`config.mk`:
```
export PLATFORM = sky130hd
export DESIGN_NAME = target_io_ctrl
export DESIGN_NICKNAME = d
export VERILOG_FILES = /design/src/rtl/target_io_ctrl.sv
export SDC_FILE = /design/constraint.sdc
export NUM_CORES = 1
export LEC_CHECK = 0
export ABC_AREA = 1
export CAP_MARGIN = 20
export CELL_PAD_IN_SITES_DETAIL_PLACEMENT = 1
export CELL_PAD_IN_SITES_GLOBAL_PLACEMENT = 2
export CORE_MARGIN = 8
export CORE_UTILIZATION = 27
export DETAILED_ROUTE_END_ITERATION = 6
export HOLD_SLACK_MARGIN = 0.03
export PLACE_DENSITY_LB_ADDON = 0.15
export SYNTH_ARGS = -nofsm -noshare
export SYNTH_HDL_FRONTEND = slang
export SYNTH_SLANG_ARGS = --single-unit
```
`constraint.sdc`:
```
create_clock -name clock -period 4.4 [get_ports clock]
set_input_delay 0.66 -clock clock [delete_from_list [all_inputs] [get_ports clock]]
set_output_delay 0.66 -clock clock [all_outputs]
set_load 0.02 [all_outputs]
```
`src/rtl/target_io_ctrl.sv`:
```
// Target/timer controller: debounces sensors and button, runs two reaction-timer slots
// and the game countdown, and produces the words latched by the game register file.
module target_io_ctrl #(
  parameter int CLK_HZ       = 50_000_000,
  parameter int NUM_TARGETS  = 6,
  parameter int BASE_IDX     = 4,
  parameter int DEBOUNCE_MS  = 5,
  parameter int TIMEOUT_MS   = 2000,
  parameter int GAME_SECONDS = 60
) (
  input  logic                   clock,
  input  logic                   ctrl_reset,
  input  logic [31:0]            t1active_read,
  input  logic [31:0]            t2active_read,
  input  logic [NUM_TARGETS-1:0] hit_sensor,
  input  logic                   button,
  input  logic                   game_start,
  output logic [NUM_TARGETS-1:0] target_led,
  output logic [31:0]            bp_write,
  output logic [31:0]            t1hit_write,
  output logic [31:0]            t2hit_write,
  output logic [31:0]            timer1_write,
  output logic [31:0]            timer2_write,
  output logic [31:0]            gametimer_write,
  output logic                   game_over
);

  localparam int DIV = CLK_HZ / 1000;
  localparam int PW  = (DIV > 1) ? $clog2(DIV) : 1;
  localparam int NCH = NUM_TARGETS + 1;
  localparam int DW  = $clog2(DEBOUNCE_MS + 1);
  localparam int TW  = $clog2(TIMEOUT_MS + 1);
  localparam int GW  = $clog2(GAME_SECONDS + 1);

  typedef enum logic [1:0] {S_IDLE, S_ARMED, S_HIT, S_EXPIRED} slot_state_t;

  logic [PW-1:0] presc_reg;
  logic [9:0]    ms_cnt_reg;
  logic          ms_tick, sec_tick;

  assign ms_tick  = (presc_reg == PW'(DIV - 1));
  assign sec_tick = ms_tick && (ms_cnt_reg == 10'd999);

  always_ff @(posedge clock or negedge ctrl_reset) begin
    if (!ctrl_reset) begin
      presc_reg  <= '0;
      ms_cnt_reg <= '0;
    end else begin
      presc_reg <= ms_tick ? '0 : presc_reg + 1'b1;
      if (game_start)
        ms_cnt_reg <= '0;
      else if (ms_tick)
        ms_cnt_reg <= sec_tick ? '0 : ms_cnt_reg + 1'b1;
    end
  end

  // Channel NUM_TARGETS is the player button; the rest are hit sensors.
  logic [NCH-1:0]         raw_in, deb_level;
  logic [NUM_TARGETS-1:0] deb_prev_reg, hit_ev;

  assign raw_in = {button, hit_sensor};

  genvar gi;
  for (gi = 0; gi < NCH; gi++) begin : g_chan
    logic          s1_reg, s2_reg, deb_reg;
    logic [DW-1:0] cnt_reg;

    always_ff @(posedge clock or negedge ctrl_reset) begin
      if (!ctrl_reset) begin
        s1_reg  <= 1'b0;
        s2_reg  <= 1'b0;
        deb_reg <= 1'b0;
        cnt_reg <= '0;
      end else begin
        s1_reg <= raw_in[gi];
        s2_reg <= s1_reg;
        if (ms_tick) begin
          if (s2_reg != deb_reg) begin
            if (cnt_reg == DW'(DEBOUNCE_MS - 1)) begin
              deb_reg <= s2_reg;
              cnt_reg <= '0;
            end else begin
              cnt_reg <= cnt_reg + 1'b1;
            end
          end else begin
            cnt_reg <= '0;
          end
        end
      end
    end

    assign deb_level[gi] = deb_reg;
  end

  always_ff @(posedge clock or negedge ctrl_reset) begin
    if (!ctrl_reset) deb_prev_reg <= '0;
    else             deb_prev_reg <= deb_level[NUM_TARGETS-1:0];
  end

  assign hit_ev = deb_level[NUM_TARGETS-1:0] & ~deb_prev_reg;

  logic [3:0]    slot_idx   [2];
  logic [3:0]    slot_prev  [2];
  logic [TW-1:0] slot_timer [2];
  logic [1:0]    slot_armed, slot_hit, slot_exp;

  assign slot_idx[0] = t1active_read[3:0];
  assign slot_idx[1] = t2active_read[3:0];

  for (gi = 0; gi < 2; gi++) begin : g_slot
    slot_state_t            state_reg;
    logic [3:0]             prev_reg;
    logic                   hit_reg, exp_reg;
    logic [TW-1:0]          timer_reg;
    logic [NUM_TARGETS-1:0] match;
    logic                   idx_valid, idx_change, slot_hit_ev;

    always_comb begin
      match = '0;
      for (int i = 0; i < NUM_TARGETS; i++)
        match[i] = (slot_idx[gi] == 4'(BASE_IDX + i));
    end

    assign idx_valid   = |match;
    assign idx_change  = (slot_idx[gi] != prev_reg);
    assign slot_hit_ev = |(match & hit_ev);

    // An index change overrides everything, including a same-cycle hit.
    always_ff @(posedge clock or negedge ctrl_reset) begin
      if (!ctrl_reset) begin
        state_reg <= S_IDLE;
        prev_reg  <= '0;
        hit_reg   <= 1'b0;
        exp_reg   <= 1'b0;
        timer_reg <= '0;
      end else begin
        prev_reg <= slot_idx[gi];
        if (idx_change) begin
          state_reg <= idx_valid ? S_ARMED : S_IDLE;
          hit_reg   <= 1'b0;
          exp_reg   <= 1'b0;
          timer_reg <= '0;
        end else if (state_reg == S_ARMED) begin
          if (slot_hit_ev) begin
            state_reg <= S_HIT;
            hit_reg   <= 1'b1;
          end else if (ms_tick) begin
            timer_reg <= timer_reg + 1'b1;
            if (timer_reg == TW'(TIMEOUT_MS - 1)) begin
              state_reg <= S_EXPIRED;
              exp_reg   <= 1'b1;
            end
          end
        end
      end
    end

    assign slot_armed[gi] = (state_reg == S_ARMED);
    assign slot_prev[gi]  = prev_reg;
    assign slot_hit[gi]   = hit_reg;
    assign slot_exp[gi]   = exp_reg;
    assign slot_timer[gi] = timer_reg;
  end

  logic [NUM_TARGETS-1:0] led_next, led_reg;

  always_comb begin
    led_next = '0;
    for (int i = 0; i < NUM_TARGETS; i++)
      led_next[i] = (slot_armed[0] && slot_prev[0] == 4'(BASE_IDX + i)) ||
                    (slot_armed[1] && slot_prev[1] == 4'(BASE_IDX + i));
  end

  logic [GW-1:0] count_reg;
  logic          running_reg, over_reg;

  always_ff @(posedge clock or negedge ctrl_reset) begin
    if (!ctrl_reset) begin
      led_reg     <= '0;
      count_reg   <= '0;
      running_reg <= 1'b0;
      over_reg    <= 1'b0;
    end else begin
      led_reg <= led_next;
      if (game_start) begin
        count_reg   <= GW'(GAME_SECONDS);
        running_reg <= 1'b1;
        over_reg    <= 1'b0;
      end else if (running_reg && sec_tick) begin
        if (count_reg <= GW'(1)) begin
          count_reg   <= '0;
          running_reg <= 1'b0;
          over_reg    <= 1'b1;
        end else begin
          count_reg <= count_reg - 1'b1;
        end
      end
    end
  end

  logic unused_bits;
  assign unused_bits = ^{t1active_read[31:4], t2active_read[31:4]};

  assign target_led      = led_reg;
  assign bp_write        = {31'b0, deb_level[NUM_TARGETS]};
  assign t1hit_write     = {30'b0, slot_exp[0], slot_hit[0]};
  assign t2hit_write     = {30'b0, slot_exp[1], slot_hit[1]};
  assign timer1_write    = {{(32-TW){1'b0}}, slot_timer[0]};
  assign timer2_write    = {{(32-TW){1'b0}}, slot_timer[1]};
  assign gametimer_write = {{(32-GW){1'b0}}, count_reg};
  assign game_over       = over_reg;

endmodule

```
Yosys cells after proc, flatten, opt, wreduce, memory -nomap -nowiden
Index checks and enable logic that the tools add are counted.
{ "totals": {"memories": 0, "wordCells": 228, "latch_bits": 0, "ff_bits": 126, "mem_bits_ro": 0, "ram_bits": 0, "out_inout_bits": 199} }
{ "op_classes": {"order_cmp": 1, "bitwise_logic": 4, "reduce_logical": 55, "mul": 0, "div": 0, "n_mux": 63, "add_sub_neg": 12, "eq_ne": 48, "shift": 0} }
{ "ops": {"columns": ["cell", "n"], "rows": [
  ["$mux W11", 8],
  ["$eq A4 B3 Y1 const B", 16],
  ["$mux W3", 14],
  ["$reduce_and A3 Y1", 11],
  ["$eq A4 B4 Y1 const B", 8],
  ["$mux W10", 3],
  ["$mux W1", 24],
  ["$reduce_or A6 Y1", 4],
  ["$add A11 B1 Y11 const B", 2],
  ["$eq A11 B11 Y1 const B", 2],
  ["$reduce_bool A2 Y1", 11],
  ["$add A3 B1 Y3 const B", 7],
  ["$eq A3 B3 Y1 const B", 7],
  ["$mux W2", 10],
  ["$and A6 B6 Y6", 3],
  ["$mux W6", 3],
  ["$add A16 B1 Y16 const B", 1],
  ["$eq A16 B16 Y1 const B", 1],
  ["$mux W16", 1],
  ["$logic_and A1 B1 Y1", 14],
  ["$reduce_bool A3 Y1", 4],
  ["$add A10 B1 Y10 const B", 1],
  ["$eq A10 B10 Y1 const B", 1],
  ["$ne A4 B4 Y1", 2],
  ["other kinds (9)", 25]
]} }

Logic depth before layout (Yosys ltp)
Gate-level depths: netlist (run 1).
{ "logic_depth": {"word_depth": 7, "mapped_depth": 11} }

Worst setup path before layout (run 1)
OpenSTA, ideal clock, no wires.
{ "synth_path": {"kind": "input to register", "startpoint": "in t1active_read[0]", "endpoint": "reg g_slot[0].timer_reg[8]", "path_stages": 11, "arrival_time_ns": 1.596, "path_slack_ns": 2.686, "cell_sequence": "inv_1 > nor2_1 > nand2_1 > nand2_1 > nand2_1 > nand2_1 > o21ai_2 > nand2_1 > buf_2 > nand2_1 > nand2_1"} }
{ "synth_via": {"elab_chain_len": 5} }
{ "synth_lines": {"columns": ["item", "line", "rtl"], "rows": [
  ["start, declared", "13", "input logic [31:0] t1active_read,"],
  ["$eq A4 B3 Y1 or $eq A4 B4 Y1 (tied branches)", "121", "match[i] = (slot_idx[gi] == 4'(BASE_IDX + i));"],
  ["$and A6 B6 Y6", "126", "assign slot_hit_ev = |(match & hit_ev);"],
  ["$reduce_or A6 Y1", "126", null],
  ["$ne A2 B2 Y1 (no source line)", null, null],
  ["$reduce_and A3 Y1 (no source line)", null, null],
  ["end signal, assigned", "148", "timer_reg <= timer_reg + 1'b1;"],
  ["end, declared", "114", "logic [TW-1:0] timer_reg;"]
]} }
Parallel ways exist; a longest one is shown, timed or not.
A chain may end at the register's enable or synchronous reset.

Worst setup path in the final report (run 1)
{ "layout_path": {"startpoint": "reg presc_reg[0]", "endpoint": "reg g_slot[0].timer_reg[9]"} }
{ "layout_via": {"elab_chain_len": 3} }
{ "layout_lines": {"columns": ["item", "line", "rtl"], "rows": [
  ["start, declared", "37", "logic [PW-1:0] presc_reg;"],
  ["start signal, assigned", "49", "presc_reg <= ms_tick ? '0 : presc_reg + 1'b1;"],
  ["$eq A16 B16 Y1", "41", "assign ms_tick = (presc_reg == PW'(DIV - 1));"],
  ["$reduce_bool A2 Y1 (no source line)", null, null],
  ["$reduce_and A3 Y1 (no source line)", null, null]
]} }
No other way between the ends.

==> results of run 1 <==
where the power goes:
part	internal, W	switching [W]
combinational	0.0000881	0.000270
clock	0.000850	0.000550
sequential	0.00119	0.0000284
total	0.00213	0.000848
final cells by class:
class	instances	area (µm²)
Clock buffer	19	443
Inverter	98	369
Timing Repair Buffer	60	614
Clock inverter	13	140
Tap cell	378	473
Multi-Input combinational cell	701	3420
Sequential cell	126	3150
Fill cell	3318	19200
layer usage:
| layer | track usage (%) | wire length, µm |
|---|---|---|
| met1 | 13.7 | 8700 |
| met2 | 17.7 | 8550 |
| met3 | 2.70 | 850 |
| met4 | 2.71 | 157 |
| met5 | 0 | 0 |
Yosys cell counts (all sizes together):
| library cell | n | area (µm²) |
|---|---|---|
| xnor2 | 6 | 52.6 |
| nor4 | 1 | 6.26 |
| nand3b | 1 | 7.51 |
| inv | 96 | 360 |
| nand2 | 183 | 732 |
| a21oi | 16 | 80.1 |
| o22ai | 9 | 56.3 |
| o211ai | 1 | 7.51 |
| clkinv | 2 | 8.75 |
| conb | 1 | 3.75 |
| nand3 | 67 | 340 |
| clkbuf | 1 | 3.75 |
| o21bai | 1 | 7.51 |
| ha | 20 | 250 |
| or2 | 4 | 25.0 |
| buf | 175 | 1310 |
| a31oi | 7 | 43.8 |
| nor3 | 17 | 90.1 |
| nor2 | 103 | 428 |
| dfrtp | 126 | 3150 |
| nand4 | 27 | 169 |
| xor2 | 34 | 298 |
| o21a | 1 | 7.51 |
| o21ai | 44 | 224 |
logic make-up after synthesis:
family | after synthesis | share of synthesized area [%]
flops | 126 | 41.2
compound gates | 79 | 5.57
xor+xnor | 40 | 4.57
fa+ha+maj | 20 | 3.27
buf+inv | 274 | 21.9
other cells | 1 | 0.0490
simple gates | 403 | 23.5
per-stage QoR:
stage | hold slack, ps | instances | setup WS [ps] | total power (W) | utilization [%]
floorplan | 331 | 1101 | 2690 | 0.00158 | -
global placement | 333 | 1362 | 1410 | 0.00159 | 28.7
detailed placement | 337 | 1362 | 1400 | 0.00159 | 28.7
CTS | 350 | 1394 | 1710 | 0.00303 | 30.8
global route | 100 | 1395 | 1470 | 0.00312 | 30.9
finish | 110 | 1395 | 1790 | 0.00298 | 30.9
worst max path at each step:
stage,endpoint,startpoint
after global placement,g_slot[0].timer_reg[1],t1active_read[1]
after global routing,g_slot[0].timer_reg[0],presc_reg[0]
after detailed placement,g_slot[0].timer_reg[8],t1active_read[1]
after CTS,g_slot[0].timer_reg[9],presc_reg[0]
after floorplan,g_slot[0].timer_reg[8],t1active_read[0]
final,g_slot[0].timer_reg[9],presc_reg[0]
worst max-delay path: cells and delay by family (launching register included):
kind                     cells  cell delay, ps
AO/OA/AOI/OAI                1             770
flip-flops                   1             380
AND/OR/NAND/NOR              6            1130
adder cells (fa/ha/maj)      1             210
==> impl_metrics.sql, run 1 <==
INSERT INTO impl_metrics (metric_group, metric, value, unit) VALUES
('outcome', 'status', 'completed', ''),
('worst_setup_path', 'cp_data_required_time', '4700', 'ps'),
('placement', 'place_hpwl', '13300', 'µm'),
('worst_setup_path', 'crit_type', 'reg2reg', ''),
('worst_setup_path', 'crit_fanout', '12', ''),
('worst_setup_path', 'timing.critical_path.to_type', 'flip-flop', ''),
('worst_setup_path', 'worst-endpoint-arrival', '2920', 'ps'),
('cts', 'post_cts_resized', '0', ''),
('worst_hold_path', 'hp-class', 'in2async', ''),
('die', 'dieHeight', '184', 'µm'),
('worst_setup_path', 'r2r-start', 'presc_reg[0]', ''),
('worst_setup_path', 'ff2ff_setup_slack', '1790', 'ps'),
('die', 'io-pin-count', '273', ''),
('timing', 'setup_viol_count_final', '0', ''),
('finish', 'num-nets-final', '1098', ''),
('cts', 'cts_tree', 'done', ''),
('worst_setup_path', 'reg2reg_to', 'g_slot[0].timer_reg[9]', ''),
('cts', 'level_count_of_the_clock_h_tree', '4', ''),
('detailed_routing', 'antenna_left', '0', ''),
('synth', 'synth_seq_cells', '126', ''),
('worst_setup_path', 'setup.worst_path.start_class', 'flip-flop', ''),
('job', 'drv_cap', '0', ''),
('cts', 'root_buffer_master', 'clkbuf_16', ''),
('detailed_routing', 'drt_pass1_iterations', '4', ''),
('cts', 'postCtsSetupBuffers', '0', ''),
('die', 'floorplan.die.width', '184', 'µm'),
('timing', 'rsz_0062_raised_after_global_routing', 'no', ''),
('detailed_routing', 'detailroute.via_count', '5598', ''),
('synth', 'synthesis.area', '0.00766', 'mm²'),
('synth', 'sequential_share_of_the_synthesized_area', '41.2', '%'),
('detailed_routing', 'initialDrtViolationCount', '228', ''),
('cts', 'cts.hold.buffers_added', '0', ''),
('finish', 'post-route-cell-area', '0.00861', 'mm²'),
('worst_setup_path', 'crit_top_cell', 'nand2_1', ''),
('timing', 'timing.max_slew.rel_slack', '36.2', '%'),
('finish', 'most_common_library_cell_in_the_layout_ignoring_fill_and_taps', 'nand2_1', ''),
('cts', 'cts-buffers-inserted', '17', ''),
('die', 'floorplan.initialDensity', '27.5', '%'),
('detailed_routing', 'totalWireLength', '18300', 'µm'),
('timing', 'final.period_utilization', '59.4', '%'),
('pwr', 'p_per_area', '345', 'mW/mm²'),
('grt', 'track_usage', '10.7', '%'),
('worst_setup_path', 'max_stage_delay_on_crit_path', '770', 'ps'),
('detailed_routing', 'drt-vias-per-instance', '4.01', ''),
('detailed_routing', 'drt_drc_violations_left', '0', ''),
('timing', 'min_period', '2610', 'ps'),
('synth', 'number_of_unique_standard_cell_types_used_by_synthesis', '37', ''),
('timing', 'hold_violations', '0', ''),
('timing', 'final-max-slew-violation-count', '0', ''),
('cts', 'clock_sinks', '126', ''),
('cts', 'clock_slew_seen_by_the_registers_of_the_worst_setup_and_hold_paths', '60', 'ps'),
('timing', 'maxClockFrequency', '0.383', 'GHz'),
('finish', 'largest_reg_flops', '22', ''),
('cts', 'clock_path_buffers', '2', ''),
('worst_setup_path', 'cp_slowest_cell', 'o21ai_1', ''),
('pwr', 'static-leakage-power', '4.19', 'nW'),
('timing', 'tns', '0', 'ps'),
('placement', 'globalplace.congestion', '0.722', ''),
('grt', 'first_global_vias', '6003', ''),
('grt', 'pin_count_of_the_biggest_net_entering_global_routing', '107', ''),
('worst_setup_path', 'path_cells', 'ha_1 -> nand3_2 -> nor2_1 -> nand2_1 -> o21ai_1 -> nand2_1 -> nand2_1 -> nand2_1', ''),
('synth', 'avgSynthCellArea', '8.12', 'µm²'),
('die', 'die_area', '0.0340', 'mm²'),
('finish', 'final_cell_mix', 'nand2_1 (175), conb_1 (159), dfrtp_1 (126)', ''),
('detailed_routing', 'post_drt_wl_per_cell', '13.1', 'µm'),
('cts', 'clock_insertion_delay_worst_skew', '420', 'ps'),
('worst_setup_path', 'timing.reg2reg.worst_path_depth', '8', ''),
('timing', 'timing.clock.skew', '14.3', 'ps'),
('finish', 'n_antenna_cell', '0', ''),
('die', 'core_region', '0.0279', 'mm²'),
('grt', 'grt_antenna_before_repair', '0', ''),
('synth', 'yosys_warnings', '0', ''),
('synth', 'count_of_mapped_cells_out_of_synthesis', '943', ''),
('placement', 'port_buffers', '57', ''),
('timing', 'tightest_slew', '950', 'ps'),
('grt', 'grt_overflow', '0', ''),
('finish', 'flow.area_growth_from_synthesis', '12.5', '%'),
('grt', 'grt_first_pass_wirelength', '29700', 'µm'),
('pwr', 'power.ir.vdd_worst', '0.266', 'mV'),
('placement', 'post_placement_cell_area', '0.00800', 'mm²'),
('die', 'floorplan.rows', '61', ''),
('finish', 'post_route_cells_drive_above_1_share', '5.80', '%');
Power figures use the tool's default switching activity.
==> inputs of run 2 (changes only) <==
--- a/config.mk
+++ b/config.mk
@@ -10,7 +10,7 @@
 export CELL_PAD_IN_SITES_DETAIL_PLACEMENT = 1
 export CELL_PAD_IN_SITES_GLOBAL_PLACEMENT = 2
 export CORE_MARGIN = 8
-export CORE_UTILIZATION = 27
+export CORE_UTILIZATION = 25
 export DETAILED_ROUTE_END_ITERATION = 6
 export HOLD_SLACK_MARGIN = 0.03
 export PLACE_DENSITY_LB_ADDON = 0.15
==> constraint.sdc (replaced) <==
create_clock -name clock -period 2.5 [get_ports clock]
set_input_delay 0.375 -clock clock [delete_from_list [all_inputs] [get_ports clock]]
set_output_delay 0.375 -clock clock [all_outputs]
set_load 0.02 [all_outputs]
==> run 2 against run 1 <==
Against the previous run: critical path type unchanged; critical path depth down 1; via count up 0.91%; total power up 80%.
==> impl_metrics.sql, run 2 (synthesis gave the netlist of run 1 again) <==
INSERT INTO impl_metrics (metric_group, metric, value, unit) VALUES
('timing', 'maxClockFrequency', '0.493', 'GHz'),
('finish', 'fillerInstances', '3701', ''),
('die', 'floorplan.initialDensity', '25.2', '%'),
('pwr', 'p_per_area', '614', 'mW/mm²'),
('cts', 'root_buffer_master', 'clkbuf_16', ''),
('timing', 'timing.max_slew.rel_slack', '65.2', '%'),
('grt', 'track_usage', '10.4', '%'),
('cts', 'cts.hold.buffers_added', '1', ''),
('finish', 'post_route_cells_drive_above_1_share', '6.54', '%'),
('finish', 'n_antenna_cell', '0', ''),
('grt', 'grt_first_pass_wirelength', '31300', 'µm'),
('grt', 'grt_antenna_before_repair', '0', ''),
('worst_setup_path', 'cpLargestDelayFamily', 'simple AND/OR/NAND/NOR gates', ''),
('cts', 'level_count_of_the_clock_h_tree', '4', ''),
('cts', 'postCtsSetupBuffers', '0', ''),
('pwr', 'power.ir.vdd_worst', '0.448', 'mV'),
('pwr', 'power.internal', '0.00385', 'W'),
('worst_setup_path', 'timing.reg2reg.worst_path_depth', '7', ''),
('finish', 'most_common_library_cell_in_the_layout_ignoring_fill_and_taps', 'nand2_1', ''),
('worst_setup_path', 'timing.critical_path.to_type', 'flip-flop', ''),
('worst_setup_path', 'worst-endpoint-arrival', '2350', 'ps'),
('outcome', 'status', 'completed', ''),
('timing', 'final.period_utilization', '81.1', '%'),
('cts', 'cts-buffers-inserted', '17', ''),
('worst_hold_path', 'hp-class', 'reg2reg', ''),
('pwr', 'comb_power_share', '11.9', '%'),
('cts', 'clock_slew_seen_by_the_registers_of_the_worst_setup_and_hold_paths', '60', 'ps'),
('detailed_routing', 'totalWireLength', '18900', 'µm'),
('timing', 'setup_viol_count_final', '0', ''),
('finish', 'final_cell_mix', 'nand2_1 (175), conb_1 (159), dfrtp_1 (126)', ''),
('grt', 'first_global_vias', '6169', ''),
('timing', 'tightest_slew', '517', 'ps'),
('worst_setup_path', 'crit_fanout', '22', ''),
('detailed_routing', 'detailroute.via_count', '5649', ''),
('pwr', 'power.net_switching', '0.00150', 'W'),
('cts', 'clock_sinks', '126', ''),
('die', 'floorplan.die.width', '191', 'µm'),
('timing', 'min_period', '2030', 'ps'),
('worst_setup_path', 'cp_data_required_time', '2830', 'ps'),
('job', 'drv_cap', '0', ''),
('die', 'die_area', '0.0365', 'mm²'),
('detailed_routing', 'drt_drc_violations_left', '0', ''),
('worst_setup_path', 'max_stage_delay_on_crit_path', '380', 'ps'),
('worst_setup_path', 'worst-path-buf-inv', '1', ''),
('pwr', 'static-leakage-power', '4.23', 'nW'),
('cts', 'cts_tree', 'done', ''),
('worst_hold_path', 'whs_path_depth', '0', ''),
('detailed_routing', 'antenna_left', '0', ''),
('finish', 'largest_reg_flops', '22', ''),
('detailed_routing', 'initialDrtViolationCount', '204', ''),
('grt', 'pin_count_of_the_biggest_net_entering_global_routing', '48', ''),
('worst_setup_path', 'setup.worst_path.start_class', 'flip-flop', ''),
('pwr', 'swShare', '28.1', '%'),
('grt', 'grt_overflow', '0', ''),
('placement', 'port_buffers', '57', ''),
('die', 'dieHeight', '191', 'µm'),
('timing', 'rsz_0062_raised_after_global_routing', 'no', ''),
('pwr', 'clock_power_share', '48.0', '%'),
('timing', 'hold_violations', '0', ''),
('worst_setup_path', 'crit_type', 'reg2reg', ''),
('placement', 'place_hpwl', '14300', 'µm'),
('die', 'io-pin-count', '273', ''),
('die', 'floorplan.rows', '64', ''),
('placement', 'dpl_worst_slack', '195', 'ps'),
('detailed_routing', 'post_drt_wl_per_cell', '13.3', 'µm'),
('placement', 'globalplace.congestion', '0.724', ''),
('worst_setup_path', 'cp_slowest_cell', 'dfrtp_1', ''),
('cts', 'post_cts_resized', '0', ''),
('finish', 'flow.area_growth_from_synthesis', '13.8', '%'),
('worst_setup_path', 'path_cells', 'ha_1 -> nand3_2 -> nor2_1 -> nand2_4 -> inv_2 -> nand4_1 -> o21ai_0', ''),
('cts', 'clock_path_buffers', '2', ''),
('timing', 'timing.clock.skew', '12.9', 'ps'),
('detailed_routing', 'drt-vias-per-instance', '3.98', ''),
('timing', 'layout_setup_ws', '473', 'ps'),
('cts', 'clock_insertion_delay_worst_skew', '420', 'ps'),
('timing', 'final-max-slew-violation-count', '0', ''),
('die', 'core_region', '0.0303', 'mm²'),
('detailed_routing', 'drt_pass1_iterations', '4', ''),
('finish', 'num-nets-final', '1106', ''),
('pwr', 'power.sequential.fraction', '40.1', '%'),
('timing', 'tns', '0', 'ps'),
('worst_setup_path', 'worstSetupPathDepth', '7', '');
## run 2: final timing paths
path | slack, ps | from | endpoint
max | 470 | presc_reg[0] | g_chan[1].cnt_reg[2]
min | 350 | g_chan[6].s1_reg | g_chan[6].s2_reg
max reg2reg | 470 | presc_reg[0] | g_chan[1].cnt_reg[2]
min reg2reg | 350 | g_chan[6].s1_reg | g_chan[6].s2_reg
max in group asynchronous | 1420 | ctrl_reset | g_slot[0].timer_reg[1]
min in group asynchronous | 440 | ctrl_reset | g_chan[1].cnt_reg[1]
## run 2: metal layers
| metal | track usage (%) | routed length, µm | up-vias |
|---|---|---|---|
| met1 | 13.4 | 8970 | 2691 |
| met2 | 17.6 | 9020 | 124 |
| met3 | 1.95 | 683 | 12 |
| met5 | 0 | 0 | - |
| li1 | - | - | 2822 |
| met4 | 2.83 | 194 | 0 |
## run 2: cell type report
cell class / count / area [µm²] / share of cell area (%)
multi-input combinational: 701 / 3420 / 39.3
timing repair buffer: 68 / 669 / 7.68
clock inverter: 14 / 166 / 1.91
clock buffer: 18 / 439 / 5.04
sequential: 126 / 3150 / 36.2
tap: 396 / 495 / 5.69
inverter: 98 / 369 / 4.24
## run 2: power groups by stage
stage / combinational (W) / sequential (W) / clock (W)
2_1_floorplan: 0.000582 / 0.00221 / 0
3_3_place_gp: 0.000636 / 0.00218 / 0
3_5_place_dp: 0.000637 / 0.00218 / 0
4_1_cts: 0.000641 / 0.00215 / 0.00268
5_1_grt: 0.000713 / 0.00215 / 0.00275
6_report: 0.000638 / 0.00214 / 0.00257
## run 2: per-stage QoR
step	power (W)	cell area [µm²]	instances	util, %	hold WS (ps)
finish	0.00535	8710	1421	28.7	347
global route	0.00561	8710	1421	28.7	353
CTS	0.00546	8710	1421	28.7	349
detailed placement	0.00282	8100	1388	26.7	319
global placement	0.00282	8100	1388	26.7	319
floorplan	0.00279	8250	1101	-	79.4
==> inputs of run 3 (changes only) <==
--- a/config.mk
+++ b/config.mk
@@ -10,7 +10,7 @@
 export CELL_PAD_IN_SITES_DETAIL_PLACEMENT = 1
 export CELL_PAD_IN_SITES_GLOBAL_PLACEMENT = 2
 export CORE_MARGIN = 8
-export CORE_UTILIZATION = 25
+export CORE_UTILIZATION = 23
 export DETAILED_ROUTE_END_ITERATION = 6
 export HOLD_SLACK_MARGIN = 0.03
 export PLACE_DENSITY_LB_ADDON = 0.15
==> constraint.sdc (replaced) <==
create_clock -name clock -period 1.79 [get_ports clock]
set_input_delay 0.2685 -clock clock [delete_from_list [all_inputs] [get_ports clock]]
set_output_delay 0.2685 -clock clock [all_outputs]
set_load 0.02 [all_outputs]
==> run 3 against run 2 <==
Against the previous run: combinational power grew 48%; die area grew 8.0%; register-to-register slack lost 380 ps; critical endpoint is now timer2_write[3]; highest routed layer unchanged.
==> impl_metrics.sql, run 3 (synthesis gave the netlist of run 1 again) <==
INSERT INTO impl_metrics (metric_group, metric, value, unit) VALUES
('cts', 'clock_slew_seen_by_the_registers_of_the_worst_setup_and_hold_paths', '70', 'ps'),
('cts', 'cts_tree', 'done', ''),
('worst_setup_path', 'max_stage_delay_on_crit_path', '640', 'ps'),
('finish', 'fin_util', '28.1', '%'),
('detailed_routing', 'totalWireLength', '19800', 'µm'),
('cts', 'cts-buffers-inserted', '17', ''),
('worst_setup_path', 'path_cells', 'clkdlybuf4s50_1', ''),
('die', 'io-pin-count', '273', ''),
('finish', 'post-route-cell-area', '0.00934', 'mm²'),
('cts', 'level_count_of_the_clock_h_tree', '4', ''),
('die', 'dieHeight', '198', 'µm'),
('outcome', 'status', 'completed', ''),
('die', 'floorplan.die.width', '198', 'µm'),
('worst_setup_path', 'crit_type', 'reg2out', ''),
('detailed_routing', 'drt_drc_violations_left', '0', ''),
('worst_setup_path', 'worst-endpoint-arrival', '1470', 'ps'),
('worst_setup_path', 'cpLargestDelayFamily', 'buffers and inverters', ''),
('worst_setup_path', 'cp_data_required_time', '1520', 'ps'),
('worst_hold_path', 'hp-class', 'in2reg', ''),
('worst_setup_path', 'timing.critical_path.to_type', 'output port', ''),
('pwr', 'power.ir.vdd_worst', '0.620', 'mV'),
('grt', 'grt_antenna_before_repair', '0', ''),
('finish', 'final_instance_count_excl_fillers', '1527', ''),
('finish', 'final_cell_mix', 'nand2_1 (173), conb_1 (159), dfrtp_1 (126)', ''),
('job', 'drv_cap', '0', ''),
('die', 'floorplan.initialDensity', '23.1', '%'),
('timing', 'final-max-slew-violation-count', '0', ''),
('pwr', 'static-leakage-power', '4.64', 'nW'),
('finish', 'post_route_cells_drive_above_1_share', '12.3', '%'),
('detailed_routing', 'antenna_left', '0', ''),
('pwr', 'power', '0.00772', 'W'),
('grt', 'track_usage', '10.2', '%'),
('cts', 'clock_insertion_delay_worst_skew', '420', 'ps'),
('grt', 'pin_count_of_the_biggest_net_entering_global_routing', '41', ''),
('die', 'die_area', '0.0394', 'mm²'),
('timing', 'rsz_0062_raised_after_global_routing', 'yes', ''),
('finish', 'most_common_library_cell_in_the_layout_ignoring_fill_and_taps', 'nand2_1', ''),
('timing', 'timing.clock.skew', '16.8', 'ps'),
('worst_setup_path', 'setup.worst_path.start', 'g_slot[1].timer_reg[3]', ''),
('die', 'floorplan.rows', '67', ''),
('timing', 'min_period', '1740', 'ps'),
('pwr', 'p_per_area', '827', 'mW/mm²'),
('die', 'core_region', '0.0332', 'mm²'),
('grt', 'first_global_vias', '6392', ''),
('placement', 'post_placement_cell_area', '0.00863', 'mm²'),
('detailed_routing', 'detailroute.via_count', '5821', ''),
('cts', 'clock_sinks', '126', ''),
('detailed_routing', 'drt-vias-per-instance', '3.81', ''),
('finish', 'flow.area_growth_from_synthesis', '21.9', '%'),
('timing', 'tns', '0', 'ps'),
('worst_setup_path', 'worst-path-buf-inv', '1', ''),
('finish', 'ff_latch_area', '0.00315', 'mm²'),
('placement', 'place_hpwl', '15200', 'µm'),
('timing', 'maxClockFrequency', '0.576', 'GHz'),
('finish', 'largest_reg_flops', '22', ''),
('worst_setup_path', 'setup.worst_path.start_class', 'flip-flop', ''),
('timing', 'setup_viol_count_final', '0', ''),
('finish', 'footprint_of_the_multi_input_gates', '0.00347', 'mm²'),
('finish', 'num-nets-final', '1160', ''),
('cts', 'clock_path_buffers', '2', ''),
('detailed_routing', 'initialDrtViolationCount', '154', ''),
('placement', 'globalplace.congestion', '0.713', ''),
('detailed_routing', 'post_drt_wl_per_cell', '13.0', 'µm'),
('grt', 'grt_overflow', '0', ''),
('worst_setup_path', 'r2r-start', 'presc_reg[12]', ''),
('finish', 'n_antenna_cell', '0', ''),
('placement', 'port_buffers', '57', ''),
('cts', 'root_buffer_master', 'clkbuf_16', ''),
('worst_hold_path', 'min_from', 'hit_sensor[5]', ''),
('grt', 'grt_first_pass_wirelength', '32600', 'µm'),
('placement', 'place_inst', '1491', ''),
('worst_setup_path', 'crit_fanout', '4', ''),
('worst_setup_path', 'cp_slowest_cell', 'clkdlybuf4s50_1', ''),
('timing', 'final.period_utilization', '97.0', '%'),
('finish', 'fillerInstances', '4076', ''),
('timing', 'hold_violations', '0', ''),
('detailed_routing', 'drt_pass1_iterations', '4', '');
run 3: worst reg2reg max path: cells and delay by family, from the launching register on:
family / cells / cell delay [ps]
AO/OA/AOI/OAI: 1 / 60
buffers and inverters: 1 / 140
flip-flops: 1 / 380
AND/OR/NAND/NOR: 8 / 1040
run 3: area by class of cell:
type,count,area share [%]
clock buffers,17,4.56
clock inverters,15,2.25
inverters,98,3.98
multi-input cells,701,37.2
flip-flops and latches,126,33.8
well taps,448,6.00
repair buffers,122,12.2
run 3: power by group:
part	switching, W	internal [W]	leakage (nW)
Combinational	0.000685	0.000260	2.66
Sequential	0.0000684	0.00292	1.67
Clock	0.00143	0.00236	0.305
Total	0.00218	0.00554	4.64
run 3: metal layers:
metal / global-route usage [%] / up-vias / routed length (µm)
li1: - / 2925 / -
met1: 13.1 / 2762 / 9300
met2: 17.2 / 116 / 9580
met3: 1.83 / 18 / 640
met4: 3.46 / 0 / 272
met5: 0 / - / 0
run 3: metrics by stage:
stage                     hold WS [ps]  setup WS [ps]
after global routing               271          -39.1
after CTS                          267           10.6
after global placement             209           -201
after floorplan                  -27.1            235
final                              290           54.3
after detailed placement           211           -217
run 3: worst paths after layout:
check                                    endpoint  slack (ps)  depth (start not counted)
max                               timer2_write[3]          50                          1
min                              g_chan[5].s1_reg         290                          1
max reg2reg                          count_reg[0]          90                         10
min reg2reg                      g_chan[1].s2_reg         340                          0
max in group asynchronous           ms_cnt_reg[8]         880                          3
min in group asynchronous  g_slot[1].timer_reg[3]         330                          2
run 3: timing repair:
item	in CTS	in global routing
cloned	0	0
setup buffers	2	1
resized for setup	21	20
hold buffers	1	0
endpoints found under the setup margin	24	26
pin swaps	2	3
hold endpoints to repair	29	0
